$ cat config.mk
export PLATFORM = sky130hd
export DESIGN_NAME = mc_sequencer
export DESIGN_NICKNAME = d
export VERILOG_FILES = /design/src/rtl/mc_sequencer.sv
export SDC_FILE = /design/constraint.sdc
export NUM_CORES = 1
export LEC_CHECK = 0
export CAP_MARGIN = 20
export CORE_UTILIZATION = 49
export DETAILED_ROUTE_END_ITERATION = 16
export GPL_ROUTABILITY_DRIVEN = 0
export HOLD_SLACK_MARGIN = 0.05
export PLACE_DENSITY = 0.84
export SLEW_MARGIN = 25
export SYNTH_ARGS = -nofsm -noshare
export SYNTH_HDL_FRONTEND = slang
export SYNTH_SLANG_ARGS = --single-unit
$ cat constraint.sdc
create_clock -name clk -period 5.05 [get_ports clk]
set_input_delay 1.01 -clock clk [delete_from_list [all_inputs] [get_ports clk]]
set_output_delay 1.01 -clock clk [all_outputs]
set_load 0.1 [all_outputs]
$ cat src/rtl/mc_sequencer.sv
`default_nettype none
// ============================================================================
// Module      : mc_sequencer
// Description : Multicycle control FSM for the shared-memory MIPS datapath
//               (single memory port, IR/ALUOut registers). Sequences fetch /
//               decode / execute / memory / writeback for RTYPE, LW, SW, BEQ,
//               BNE, ADDI, ANDI, ORI, XORI and J, and handshakes with the
//               unified memory through mem_req / mem_ready.
// Parameters  : TIMEOUT  cycles a memory state waits for mem_ready before
//                        flagging bus_err (1..255); 0 disables the timeout.
// Build macro : MC_TRAP_EN  when defined, illegal op/funct or a memory
//               timeout enters the sticky TRAP state (trap=1, everything else
//               0, until reset). When undefined those events return to FETCH
//               and trap is tied 0.
// Ports       : clk, reset (async, active-high)
//               op, funct, zero, mem_ready             - datapath/memory status
//               mem_req, memwrite, iord, irwrite, pcen - memory/PC/IR control
//               pcsrc, alusrca, alusrcb, alucontrol    - ALU/PC muxing
//               regdst, memtoreg, regwrite             - register-file control
//               bus_err, trap, state                   - error and debug
// Revision    : 1.0  initial release
// ============================================================================
module mc_sequencer #(
   parameter int unsigned TIMEOUT = 255
) (
   input  logic       clk,
   input  logic       reset,
   input  logic [5:0] op,
   input  logic [5:0] funct,
   input  logic       zero,
   input  logic       mem_ready,
   output logic       mem_req,
   output logic       memwrite,
   output logic       iord,
   output logic       irwrite,
   output logic       pcen,
   output logic [1:0] pcsrc,
   output logic       alusrca,
   output logic [1:0] alusrcb,
   output logic [2:0] alucontrol,
   output logic       regdst,
   output logic       memtoreg,
   output logic       regwrite,
   output logic       bus_err,
   output logic       trap,
   output logic [3:0] state
);

   // State encoding (visible on the debug state port)
   localparam logic [3:0] ST_FETCH  = 4'd0;
   localparam logic [3:0] ST_DECODE = 4'd1;
   localparam logic [3:0] ST_MEMADR = 4'd2;
   localparam logic [3:0] ST_MEMRD  = 4'd3;
   localparam logic [3:0] ST_MEMWB  = 4'd4;
   localparam logic [3:0] ST_MEMWR  = 4'd5;
   localparam logic [3:0] ST_EXEC   = 4'd6;
   localparam logic [3:0] ST_ALUWB  = 4'd7;
   localparam logic [3:0] ST_BRANCH = 4'd8;
   localparam logic [3:0] ST_IEXEC  = 4'd9;
   localparam logic [3:0] ST_IWB    = 4'd10;
   localparam logic [3:0] ST_JUMP   = 4'd11;
   localparam logic [3:0] ST_TRAP   = 4'd12;

   // Where illegal instructions and memory timeouts go
`ifdef MC_TRAP_EN
   localparam logic [3:0] ST_ERR = ST_TRAP;
`else
   localparam logic [3:0] ST_ERR = ST_FETCH;
`endif

   localparam logic [5:0] OP_RTYPE = 6'b000000;
   localparam logic [5:0] OP_LW    = 6'b100011;
   localparam logic [5:0] OP_SW    = 6'b101011;
   localparam logic [5:0] OP_BEQ   = 6'b000100;
   localparam logic [5:0] OP_BNE   = 6'b000101;
   localparam logic [5:0] OP_ADDI  = 6'b001000;
   localparam logic [5:0] OP_ANDI  = 6'b001100;
   localparam logic [5:0] OP_ORI   = 6'b001101;
   localparam logic [5:0] OP_XORI  = 6'b001110;
   localparam logic [5:0] OP_J     = 6'b000010;

   localparam logic [2:0] ALU_AND = 3'b000;
   localparam logic [2:0] ALU_OR  = 3'b001;
   localparam logic [2:0] ALU_ADD = 3'b010;
   localparam logic [2:0] ALU_SLL = 3'b011;
   localparam logic [2:0] ALU_SRL = 3'b100;
   localparam logic [2:0] ALU_XOR = 3'b101;
   localparam logic [2:0] ALU_SUB = 3'b110;
   localparam logic [2:0] ALU_SLT = 3'b111;

   // Last wait count before timeout fires (only meaningful when TIMEOUT != 0)
   localparam logic [7:0] WAIT_LAST = 8'(TIMEOUT - 1);

   logic [3:0] state_q, state_d;
   logic [7:0] wait_cnt_q, wait_cnt_d;

   logic       mem_state;
   logic       timeout_hit;
   logic       funct_ok;
   logic [2:0] funct_alu;
   logic [2:0] imm_alu;

   // ---------------------------------------------------------------------
   // Decode helpers
   // ---------------------------------------------------------------------
   always_comb begin
      mem_state   = (state_q == ST_FETCH) || (state_q == ST_MEMRD) || (state_q == ST_MEMWR);
      // mem_ready in the same cycle takes priority over the timeout
      timeout_hit = mem_state && !mem_ready && (TIMEOUT != 0) && (wait_cnt_q == WAIT_LAST);
   end

   always_comb begin
      funct_ok  = 1'b1;
      funct_alu = ALU_AND;
      case (funct)
         6'b100100: funct_alu = ALU_AND;
         6'b100101: funct_alu = ALU_OR;
         6'b100000: funct_alu = ALU_ADD;
         6'b000100: funct_alu = ALU_SLL;
         6'b000110: funct_alu = ALU_SRL;
         6'b100110: funct_alu = ALU_XOR;
         6'b100010: funct_alu = ALU_SUB;
         6'b101010: funct_alu = ALU_SLT;
         default:   funct_ok  = 1'b0;
      endcase
   end

   always_comb begin
      case (op)
         OP_ANDI: imm_alu = ALU_AND;
         OP_ORI:  imm_alu = ALU_OR;
         OP_XORI: imm_alu = ALU_XOR;
         default: imm_alu = ALU_ADD;
      endcase
   end

   // ---------------------------------------------------------------------
   // State register
   // ---------------------------------------------------------------------
   always_ff @(posedge clk or posedge reset) begin
      if (reset) begin
         state_q    <= ST_FETCH;
         wait_cnt_q <= 8'd0;
      end else begin
         state_q    <= state_d;
         wait_cnt_q <= wait_cnt_d;
      end
   end

   // ---------------------------------------------------------------------
   // Next-state logic
   // ---------------------------------------------------------------------
   always_comb begin
      state_d = state_q;
      case (state_q)
         ST_FETCH: begin
            if (mem_ready)        state_d = ST_DECODE;
            else if (timeout_hit) state_d = ST_ERR;
         end
         ST_DECODE: begin
            case (op)
               OP_LW, OP_SW:                       state_d = ST_MEMADR;
               OP_RTYPE:                           state_d = ST_EXEC;
               OP_BEQ, OP_BNE:                     state_d = ST_BRANCH;
               OP_ADDI, OP_ANDI, OP_ORI, OP_XORI:  state_d = ST_IEXEC;
               OP_J:                               state_d = ST_JUMP;
               default:                            state_d = ST_ERR;
            endcase
         end
         ST_MEMADR: state_d = (op == OP_LW) ? ST_MEMRD : ST_MEMWR;
         ST_MEMRD: begin
            if (mem_ready)        state_d = ST_MEMWB;
            else if (timeout_hit) state_d = ST_ERR;
         end
         ST_MEMWR: begin
            if (mem_ready)        state_d = ST_FETCH;
            else if (timeout_hit) state_d = ST_ERR;
         end
         ST_EXEC:   state_d = funct_ok ? ST_ALUWB : ST_ERR;
         ST_IEXEC:  state_d = ST_IWB;
         ST_MEMWB, ST_ALUWB, ST_IWB, ST_BRANCH, ST_JUMP: state_d = ST_FETCH;
         // Sticky when trapping is enabled; otherwise unreachable
         ST_TRAP:   state_d = ST_ERR;
         default:   state_d = ST_FETCH;
      endcase

      // Counts only while a memory state is still waiting; any exit, ready,
      // timeout (including FETCH->FETCH refetch) or non-memory state clears it.
      if (mem_state && !mem_ready && !timeout_hit)
         wait_cnt_d = wait_cnt_q + 8'd1;
      else
         wait_cnt_d = 8'd0;
   end

   // ---------------------------------------------------------------------
   // Output logic (Moore, with mem_ready/zero qualifiers where noted).
   // Everything is forced low while reset is asserted, so an in-flight
   // memory access is abandoned immediately.
   // ---------------------------------------------------------------------
   always_comb begin
      mem_req    = 1'b0;
      memwrite   = 1'b0;
      iord       = 1'b0;
      irwrite    = 1'b0;
      pcen       = 1'b0;
      pcsrc      = 2'b00;
      alusrca    = 1'b0;
      alusrcb    = 2'b00;
      alucontrol = ALU_AND;
      regdst     = 1'b0;
      memtoreg   = 1'b0;
      regwrite   = 1'b0;
      bus_err    = 1'b0;
      trap       = 1'b0;
      state      = 4'd0;
      if (!reset) begin
         state = state_q;
         case (state_q)
            ST_FETCH: begin
               mem_req    = 1'b1;
               alusrcb    = 2'b01;
               alucontrol = ALU_ADD;
               irwrite    = mem_ready;
               pcen       = mem_ready;
               bus_err    = timeout_hit;
            end
            ST_DECODE: begin
               alusrcb    = 2'b11;
               alucontrol = ALU_ADD;
            end
            ST_MEMADR: begin
               alusrca    = 1'b1;
               alusrcb    = 2'b10;
               alucontrol = ALU_ADD;
            end
            ST_MEMRD: begin
               mem_req = 1'b1;
               iord    = 1'b1;
               bus_err = timeout_hit;
            end
            ST_MEMWB: begin
               memtoreg = 1'b1;
               regwrite = 1'b1;
            end
            ST_MEMWR: begin
               mem_req  = 1'b1;
               memwrite = 1'b1;
               iord     = 1'b1;
               bus_err  = timeout_hit;
            end
            ST_EXEC: begin
               alusrca    = 1'b1;
               alucontrol = funct_alu;
            end
            ST_ALUWB: begin
               regdst   = 1'b1;
               regwrite = 1'b1;
            end
            ST_BRANCH: begin
               alusrca    = 1'b1;
               alucontrol = ALU_SUB;
               pcsrc      = 2'b01;
               pcen       = (op == OP_BEQ) ? zero : !zero;
            end
            ST_IEXEC: begin
               alusrca    = 1'b1;
               alusrcb    = 2'b10;
               alucontrol = imm_alu;
            end
            ST_IWB: begin
               regwrite = 1'b1;
            end
            ST_JUMP: begin
               pcsrc = 2'b10;
               pcen  = 1'b1;
            end
`ifdef MC_TRAP_EN
            ST_TRAP: trap = 1'b1;
`endif
            default: ;
         endcase
      end
   end

endmodule
`default_nettype wire

==> impl_metrics.env, run 1 <==
export IMPL_floorplan_die_height_um=50.76
export IMPL_crit_required_ps=4040
export IMPL_drtIter0Drc=21
export IMPL_postLayoutCellArea_um2=1526
export IMPL_gr_total_overflow=0
export IMPL_post_route_min_period_ps=3852
export IMPL_detail_route_antenna_nets=0
export IMPL_dpl_cell_area_um2=1490
export IMPL_timing_critical_path_buf_inv=2
export IMPL_worst_slew_pin_transition_ps=604.1
export IMPL_async_flop_share=1.000
export IMPL_power_density_nw_per_um2=408.6
export IMPL_grt_setup_unrepaired="no"
export IMPL_seq_area_frac_synth=0.2578
export IMPL_postSynthNetCount=172
export IMPL_final_hold_violation_count=0
export IMPL_io_buffer_count=36
export IMPL_crit_path_cell_trace="clkdlybuf4s50_1 > or4bb_1 > mux2_2 > o22ai_1 > buf_4"
export IMPL_cts_clk_slew_worst_paths_ps=70
export IMPL_multi_input_comb_area_um2=813.3
export IMPL_run_status="completed"
export IMPL_post_cts_resize_count=0
export IMPL_global_route_usage_total=0.2664
export IMPL_nets=204
export IMPL_diodes=0
export IMPL_synthDistinctLibCells=48
export IMPL_number_of_synthesis_warnings=0
export IMPL_placementRows=17
export IMPL_post_dp_hpwl_um=2350
export IMPL_yosys_most_used_dff="dfrtp_1"
export IMPL_first_global_vias=1236
export IMPL_critical_path_class="in2out"
export IMPL_cts_path_max_buffers=2
export IMPL_cts_root_buffer_cell="clkbuf_4"
export IMPL_drt_wl_total_um=3082
export IMPL_grt_pass1_wl_um=5292
export IMPL_fillerInstances=189
export IMPL_grt_antenna_before_repair=0
export IMPL_finalSetupViolCount=0
export IMPL_cts_tree="yes"
export IMPL_dpl_cell_count=209
export IMPL_grt_start_max_net_pins=19
export IMPL_areaGrowthSynthToFinish_pct=31.04
export IMPL_clock_latency_ps=270
export IMPL_hp_class="reg2reg"
export IMPL_whs_ps=532.4
export IMPL_vias=1298
export IMPL_gate_count_after_technology_mapping=154
export IMPL_core_region_area_um2=2233
export IMPL_dp_slack_ps=1207
export IMPL_clock_fmax_mhz=259.6
export IMPL_floorplan_die_area_um2=2576
export IMPL_htree_num_levels=1
export IMPL_max_transition_viols_final=0
export IMPL_timing_critical_path_arrival_ps=2840
export IMPL_ioPinCount=38
export IMPL_chipWidth_um=50.76
export IMPL_ir_worst_vdd_uv=324.1
export IMPL_finClkSkew_ps=0.9594
export IMPL_synth_ff_latch_count=12
export IMPL_timing_final_crit_share=0.7628
export IMPL_worstPathMaxFanout=7
export IMPL_mappedNetlistArea_um2=1165
export IMPL_start_util=0.5216
export IMPL_startpoint_type="input pin"
export IMPL_post_route_drc_count=0
export IMPL_max_cap_violations=0
export IMPL_timing_critical_path_max_delay_family="buffers and inverters"
export IMPL_crit_path_end_kind="output port"
export IMPL_wl_per_cell_um=14.47
export IMPL_fin_tns_setup_ps=0
export IMPL_synth_enable_flop_cells=0
export IMPL_cts_setup_buffers=0
export IMPL_total_iterations_of_the_first_detailed_routing_run=4
export IMPL_synth_area_per_cell_um2=7.564
export IMPL_routed_via_density=6.094
export IMPL_postCtsHoldBufs=0
export IMPL_sequential_standard_cell_area_um2=300.3
export IMPL_critPathSlowestCell="clkdlybuf4s50_1"
export IMPL_layout_drive_gt1_share=0.1784
export IMPL_timing_final_ws_setup_ps=1198
export IMPL_tritoncts_sinks=12
export IMPL_cp_slowest_stage_delay_ps=580
export IMPL_layoutNonFillerInstCount=213
export IMPL_slew_headroom=0.5960
export IMPL_clock_buffers_created_by_tritoncts=3
export IMPL_static_leakage_power_nw=0.6353
[layout make-up]
class | count | area share
repair buffers | 37 | 0.2066
inverters | 7 | 0.01721
clock buffers | 4 | 0.02377
multi-input cells | 125 | 0.5328
flip-flops and latches | 12 | 0.1967
well taps | 28 | 0.02295
[logic make-up after synthesis]
group | Yosys count | share of synthesized area
adder cells (fa/ha/maj) | 3 | 0.03007
flip-flops | 12 | 0.2578
AO/OA/AOI/OAI | 31 | 0.1869
buffers and inverters | 17 | 0.06553
XOR/XNOR | 10 | 0.07519
AND/OR/NAND/NOR | 78 | 0.3631
other | 1 | 0.003219
multiplexers | 2 | 0.01826
[through the flow]
stage	power [mW]	util
4_1_cts	0.6246	0.6835
2_1_floorplan	0.4657	-
3_3_place_gp	0.5417	0.6672
5_1_grt	0.6546	0.6835
3_5_place_dp	0.5449	0.6672
6_report	0.6237	0.6835
[flip-flops by register name, indices dropped and copies added (netlist names)]
| register | flops |
|---|---|
| wait_cnt_q | 8 |
| state_q | 4 |
[placed cells by master (no fill, tap or decap), drive strengths merged, types with 2 or more instances in the layout]
master,n
nor2,25
buf,22
clkdlybuf4s50,15
dfrtp,12
nor3,10
xor2,8
a21oi,7
inv,7
nand2,6
nand2b,6
nor4,6
nand3,5
o21ai,5
clkbuf,4
nand4,3
o211ai,3
nor2b,3
and3,2
xnor2,2
or4bb,2
or4,2
a31oi,2
a32oi,2
ha,2
nor4b,2
[metal layers]
metal,vias up,track usage,part of all wire,wire length (µm)
met4,0,0.09722,0.013,40
met1,624,0.3028,0.44,1347
met3,6,0.01818,0.030,91
met5,-,0,0,0
met2,38,0.5111,0.52,1603
li1,630,-,-,-
[where the power goes]
| group | switching (mW) | total [mW] | internal [mW] |
|---|---|---|---|
| registers | 0.0471 | 0.157 | 0.110 |
| logic | 0.289 | 0.390 | 0.101 |
| clock network | 0.0322 | 0.0760 | 0.0438 |
[worst paths after layout]
check	startpoint	to	slack, ps	depth (start not counted)
max	funct[2]	alucontrol[0]	1200	5
min	wait_cnt_q[0]	wait_cnt_q[0]	530	1
max reg2reg	state_q[1]	state_q[0]	2930	4
min reg2reg	wait_cnt_q[0]	wait_cnt_q[0]	530	1
max in group asynchronous	reset	wait_cnt_q[5]	3420	3
min in group asynchronous	reset	state_q[2]	1470	3
[cells in the mapped netlist (all sizes together) (2+ instances only)]
cell type  count  area [µm²]
nor2          25       93.84
dfrtp         12       300.3
nor3          10       50.05
xor2           8       70.07
a21oi          7       35.03
clkbuf         7       26.28
inv            7       26.28
nand2          6       22.52
nand2b         6       37.54
nor4           6       37.54
nand3          5       25.02
o21ai          5       25.02
buf            3       23.77
nand4          3       18.77
nor2b          3       18.77
o211ai         3       22.52
a31oi          2       12.51
a32oi          2       17.52
and3           2       12.51
ha             2       25.02
nor4b          2       17.52
or4            2       15.01
or4bb          2       22.52
xnor2          2       17.52
Power figures use the tool's default switching activity.
==> run 2: changes to the inputs <==
Settings changed: CORE_UTILIZATION 49 to 46, PLACE_DENSITY 0.84 to 0.8.
Clock period 5.05 ns to 3.55 ns, I/O delays scaled along.
==> impl_metrics.env, run 2 (same netlist as run 1, synthesis figures left out) <==
export IMPL_run_status="completed"
export IMPL_cts_setup_buffers=0
export IMPL_first_global_vias=1096
export IMPL_grt_antenna_before_repair=0
export IMPL_worst_slew_pin_transition_ps=589.1
export IMPL_cts_path_max_buffers=2
export IMPL_slew_headroom=0.6073
export IMPL_floorplan_die_area_um2=2737
export IMPL_grt_start_max_net_pins=19
export IMPL_grt_most_used_layer="met2"
export IMPL_grt_setup_unrepaired="no"
export IMPL_cts_root_buffer_cell="clkbuf_4"
export IMPL_gr_total_overflow=0
export IMPL_post_cts_resize_count=0
export IMPL_largest_registers="wait_cnt_q (8), state_q (4)"
export IMPL_clock_latency_ps=270
export IMPL_post_route_drc_count=0
export IMPL_routed_via_density=6.112
export IMPL_timing_critical_path_max_delay_family="buffers and inverters"
export IMPL_clock_buffers_created_by_tritoncts=3
export IMPL_startpoint_type="input pin"
export IMPL_hp_class="reg2reg"
export IMPL_max_cap_violations=0
export IMPL_grt_pass1_wl_um=5299
export IMPL_final_common_cell="nor2_1"
export IMPL_drtIter0Drc=42
export IMPL_finClkSkew_ps=7.510
export IMPL_max_transition_viols_final=0
export IMPL_timing_final_crit_share=0.9052
export IMPL_ir_worst_vdd_uv=520.5
export IMPL_htree_num_levels=1
export IMPL_dp_slack_ps=359.8
export IMPL_drt_wl_total_um=3143
export IMPL_final_cell_mix="nor2_1, buf_12, clkdlybuf4s50_1"
export IMPL_critical_path_class="in2out"
export IMPL_timing_critical_path_arrival_ps=2500
export IMPL_postCtsHoldBufs=0
export IMPL_post_route_min_period_ps=3214
export IMPL_chipWidth_um=52.32
export IMPL_start_util=0.5071
export IMPL_dpl_cell_area_um2=1790
export IMPL_power_density_nw_per_um2=549.8
export IMPL_static_leakage_power_nw=0.7093
export IMPL_crit_path_end_kind="output port"
export IMPL_top_register="wait_cnt_q"
export IMPL_placementRows=17
export IMPL_areaGrowthSynthToFinish_pct=56.82
export IMPL_global_route_usage_met2=0.4156
export IMPL_io_buffer_count=36
export IMPL_global_route_usage_total=0.2609
export IMPL_ioPinCount=38
export IMPL_fin_tns_setup_ps=0
export IMPL_tritoncts_sinks=12
export IMPL_cts_tree="yes"
export IMPL_diodes=0
export IMPL_worstPathMaxFanout=7
export IMPL_postLayoutCellArea_um2=1827
export IMPL_floorplan_die_height_um=52.32
export IMPL_final_hold_violation_count=0
export IMPL_cts_clk_slew_worst_paths_ps=70
export IMPL_wl_per_cell_um=14.69
export IMPL_vias=1308
export IMPL_timing_critical_path_buf_inv=2
export IMPL_nets=205
export IMPL_post_dp_hpwl_um=2531
export IMPL_total_iterations_of_the_first_detailed_routing_run=4
export IMPL_critPathSlowestCell="clkdlybuf4s50_1"
export IMPL_crit_required_ps=2840
export IMPL_core_region_area_um2=2297
export IMPL_largest_register_ffs=8
export IMPL_clock_fmax_mhz=311.2
export IMPL_cp_slowest_stage_delay_ps=590
export IMPL_finalSetupViolCount=0
export IMPL_grtUsageMet1=0.3685
export IMPL_timing_final_ws_setup_ps=336.4
export IMPL_layout_drive_gt1_share=0.2151
export IMPL_crit_path_cell_trace="clkdlybuf4s50_1 > or4bb_1 > mux2_2 > o22ai_2 > buf_12"
export IMPL_grt_use_met3=0.04348
export IMPL_detail_route_antenna_nets=0
## run 2: stage by stage
| stage | utilization | power [mW] | hold WS [ps] | cells |
|---|---|---|---|---|
| 6_report | 0.7952 | 1.004 | 537.5 | 214 |
| 4_1_cts | 0.7952 | 1.005 | 537.6 | 214 |
| 3_5_place_dp | 0.7794 | 0.8979 | 525.8 | 210 |
| 2_1_floorplan | - | 0.6724 | 491.5 | 154 |
| 5_1_grt | 0.7952 | 1.056 | 576.9 | 214 |
| 3_3_place_gp | 0.7794 | 0.8815 | 511.9 | 210 |
## run 2: area by class of cell
class | count | area (µm²)
clock buffers | 4 | 36.28
fillers | 152 | 470.5
inverters | 7 | 26.28
multi-input cells | 125 | 843.3
flip-flops and latches | 12 | 300.3
well taps | 28 | 35.03
repair buffers | 38 | 585.6
## run 2: path summary, 6_finish.rpt
kind | start | to | slack [ps] | cells past startpoint
max | funct[2] | alucontrol[0] | 340 | 5
min | wait_cnt_q[0] | wait_cnt_q[0] | 540 | 1
max reg2reg | state_q[1] | state_q[0] | 1440 | 4
min reg2reg | wait_cnt_q[0] | wait_cnt_q[0] | 540 | 1
max in group asynchronous | reset | wait_cnt_q[3] | 2490 | 3
min in group asynchronous | reset | state_q[1] | 890 | 3
## run 2: power breakdown
part | total (mW) | switching, mW | leakage [nW] | internal, mW
Combinational | 0.674 | 0.441 | 0.524 | 0.234
Clock | 0.107 | 0.0441 | 0.0210 | 0.0624
Sequential | 0.224 | 0.0667 | 0.164 | 0.157
## run 2: worst register-to-register path, cell delays in order (launching register included)
cell and delay (ps):
dfrtp_1 720, xor2_1 240, a21oi_1 150, or4b_1 690
o221ai_2 230
## run 2: layer usage
layer	vias to the layer above	wire (µm)
met4	0	30
met3	4	181
met2	54	1529
met1	616	1401
li1	634	-
met5	-	0
==> edit (config.mk and constraints of run 2) <==
Make the reset (`reset`) synchronous in one clocked block. Comments in the files are not updated.
--- a/src/rtl/mc_sequencer.sv
+++ b/src/rtl/mc_sequencer.sv
@@ -137,7 +137,7 @@
    // ---------------------------------------------------------------------
    // State register
    // ---------------------------------------------------------------------
-   always_ff @(posedge clk or posedge reset) begin
+   always_ff @(posedge clk) begin
       if (reset) begin
          state_q    <= ST_FETCH;
          wait_cnt_q <= 8'd0;
Function: same outputs for any inputs over 10 cycles, from zero or initial values and one cycle with reset high; that may be too few to reach the edited logic, so the function may still have changed.
==> edit against run 2 <==
Worst hold slack lost 0.024 ns. Sequential cell count unchanged. Cell count is 2.8% higher. Core utilization shrank 3.6 points. Die area increased by 0.82%. Global-route usage is 1.4 points higher. Area after synthesis up 0.86%. Register-to-register slack improved by 0.19 ns. Setup slack better by 0.042 ns. Wire length rose by 15%. Design area decreased by 3.6%.
Power is not compared: it rests on default switching activity, and its combinational part moved more than twofold at a synthesized area within 25%.
==> edit: results (changes against run 2) <==
The critical path arrival is 2.46 ns (was 2.50 ns). The clock buffer and inverter area fraction after layout is 0.0128 (was 0.0199). The net count after synthesis was 182 (was 172). The post-route clock skew is 0.00245 ns (was 0.00751 ns), and the number of signal-net buffers in the layout is 39 (was 38). For the global-route total usage across every layer, the log shows 0.275 (was 0.261). The tools report the half-perimeter wire length after placement as 2800 um (was 2530 um).

The area after detailed placement is 1740 um^2 (was 1790 um^2), and the met2 wire length is 1810 um (was 1530 um). The wire length of the first global-routing pass is 5490 um (was 5300 um). The worst-case setup slack after placement came out at 0.380 ns (was 0.360 ns).

The run finished with clean final reports. Number of instances in the synthesized netlist: 164 (was 154). Top cell types by occurrence after synthesis: 23 x nor2_1, 12 x dfxtp_1, 11 x a21oi_1 (was 25 x nor2_1, 12 x dfrtp_1, 10 x nor3_1). Area contributors post-synth: dfxtp_1 20%, nor2_1 7.3%, xor2_1 5.2%, nor4_1 4.8%, a21oi_1 4.7% (was dfrtp_1 26%, nor2_1 8.1%, xor2_1 6.0%, nor3_1 4.3%, nand2b_1 3.2%).

For the placeable core region, the log shows 2320 um^2 (was 2300 um^2). The share of cell area taken by muxes after synthesis came out at 0.00852 (was 0.0183). The final net count came out at 212 (was 205). For the via count of the first global-routing pass, the log shows 1,194 (was 1,096).

The met3 global-route usage came out at 0.0609 (was 0.0435). The synthesized-area fraction occupied by xor and xnor cells works out to 0.0745 (was 0.0752). The largest incremental delay on the critical path came out at 0.65 ns (was 0.59 ns).

The relative max-transition margin came out at 0.579 (was 0.607). The average wire per cell in the routed design is 16.5 um (was 14.7 um), and the met2 usage in global routing is 0.485 (was 0.416). The met3 wire length came out at 243 um (was 181 um). The number of logic inverters in the finished layout was 6 (was 7); the fraction of synthesis flops using an asynchronous set or reset pin was 0 (was 1.00). The arithmetic-cell share of the synthesized area counting full adders, half adders and majority gates works out to 0.0213 (was 0.0301). The number of DRC markers after the initial detailed-route iteration was 32 (was 42). Met1 wire length: 1510 um (was 1400 um). The total wirelength of the detailed-routed design is 3630 um (was 3140 um), and the number of fillers in the final layout is 186 (was 152).

The area used by multi-input combinational logic was 847 um^2 (was 843 um^2). The proportion of cell area occupied by registers was 0.136 (was 0.164); the met1 usage was 0.332 (was 0.369). The share of layout cells above drive strength 1 was 0.203 (was 0.215). The highest net fanout along the worst path is 9 (was 7).
[edit: changes by cell type after synthesis, sizes merged, moves of 3 or more]
| cell | delta |
|---|---|
| dfrtp | -12 |
| nand3 | +4 |
| nor3 | -6 |
| a21oi | +4 |
| nand2 | +5 |
| dfxtp | +12 |
| nor3b | +3 |
| buf | +6 |
| nor4 | +3 |
[edit: worst paths after layout]
kind | start | to | slack [ns] | depth (start not counted)
min | wait_cnt_q[0] | wait_cnt_q[0] | 0.51 | 1
min reg2reg | wait_cnt_q[0] | wait_cnt_q[0] | 0.51 | 1
max | op[2] | alucontrol[0] | 0.38 | 6
max reg2reg | state_q[2] | wait_cnt_q[6] | 1.63 | 4
[edit: worst max-delay path, delay by kind of cell]
family,cells,cell delay [ns]
compound gates,1,0.07
simple gates,3,0.82
buf+inv,2,0.85
[edit: cell families after synthesis]
kind of cell,count (synthesis)
and+or+nand+nor,80
AOI/OAI and AO/OA,38
buffers and inverters,20
DFF,12
xor gates and xnor gates,10
adders and majority gates,2
other,1
muxes,1
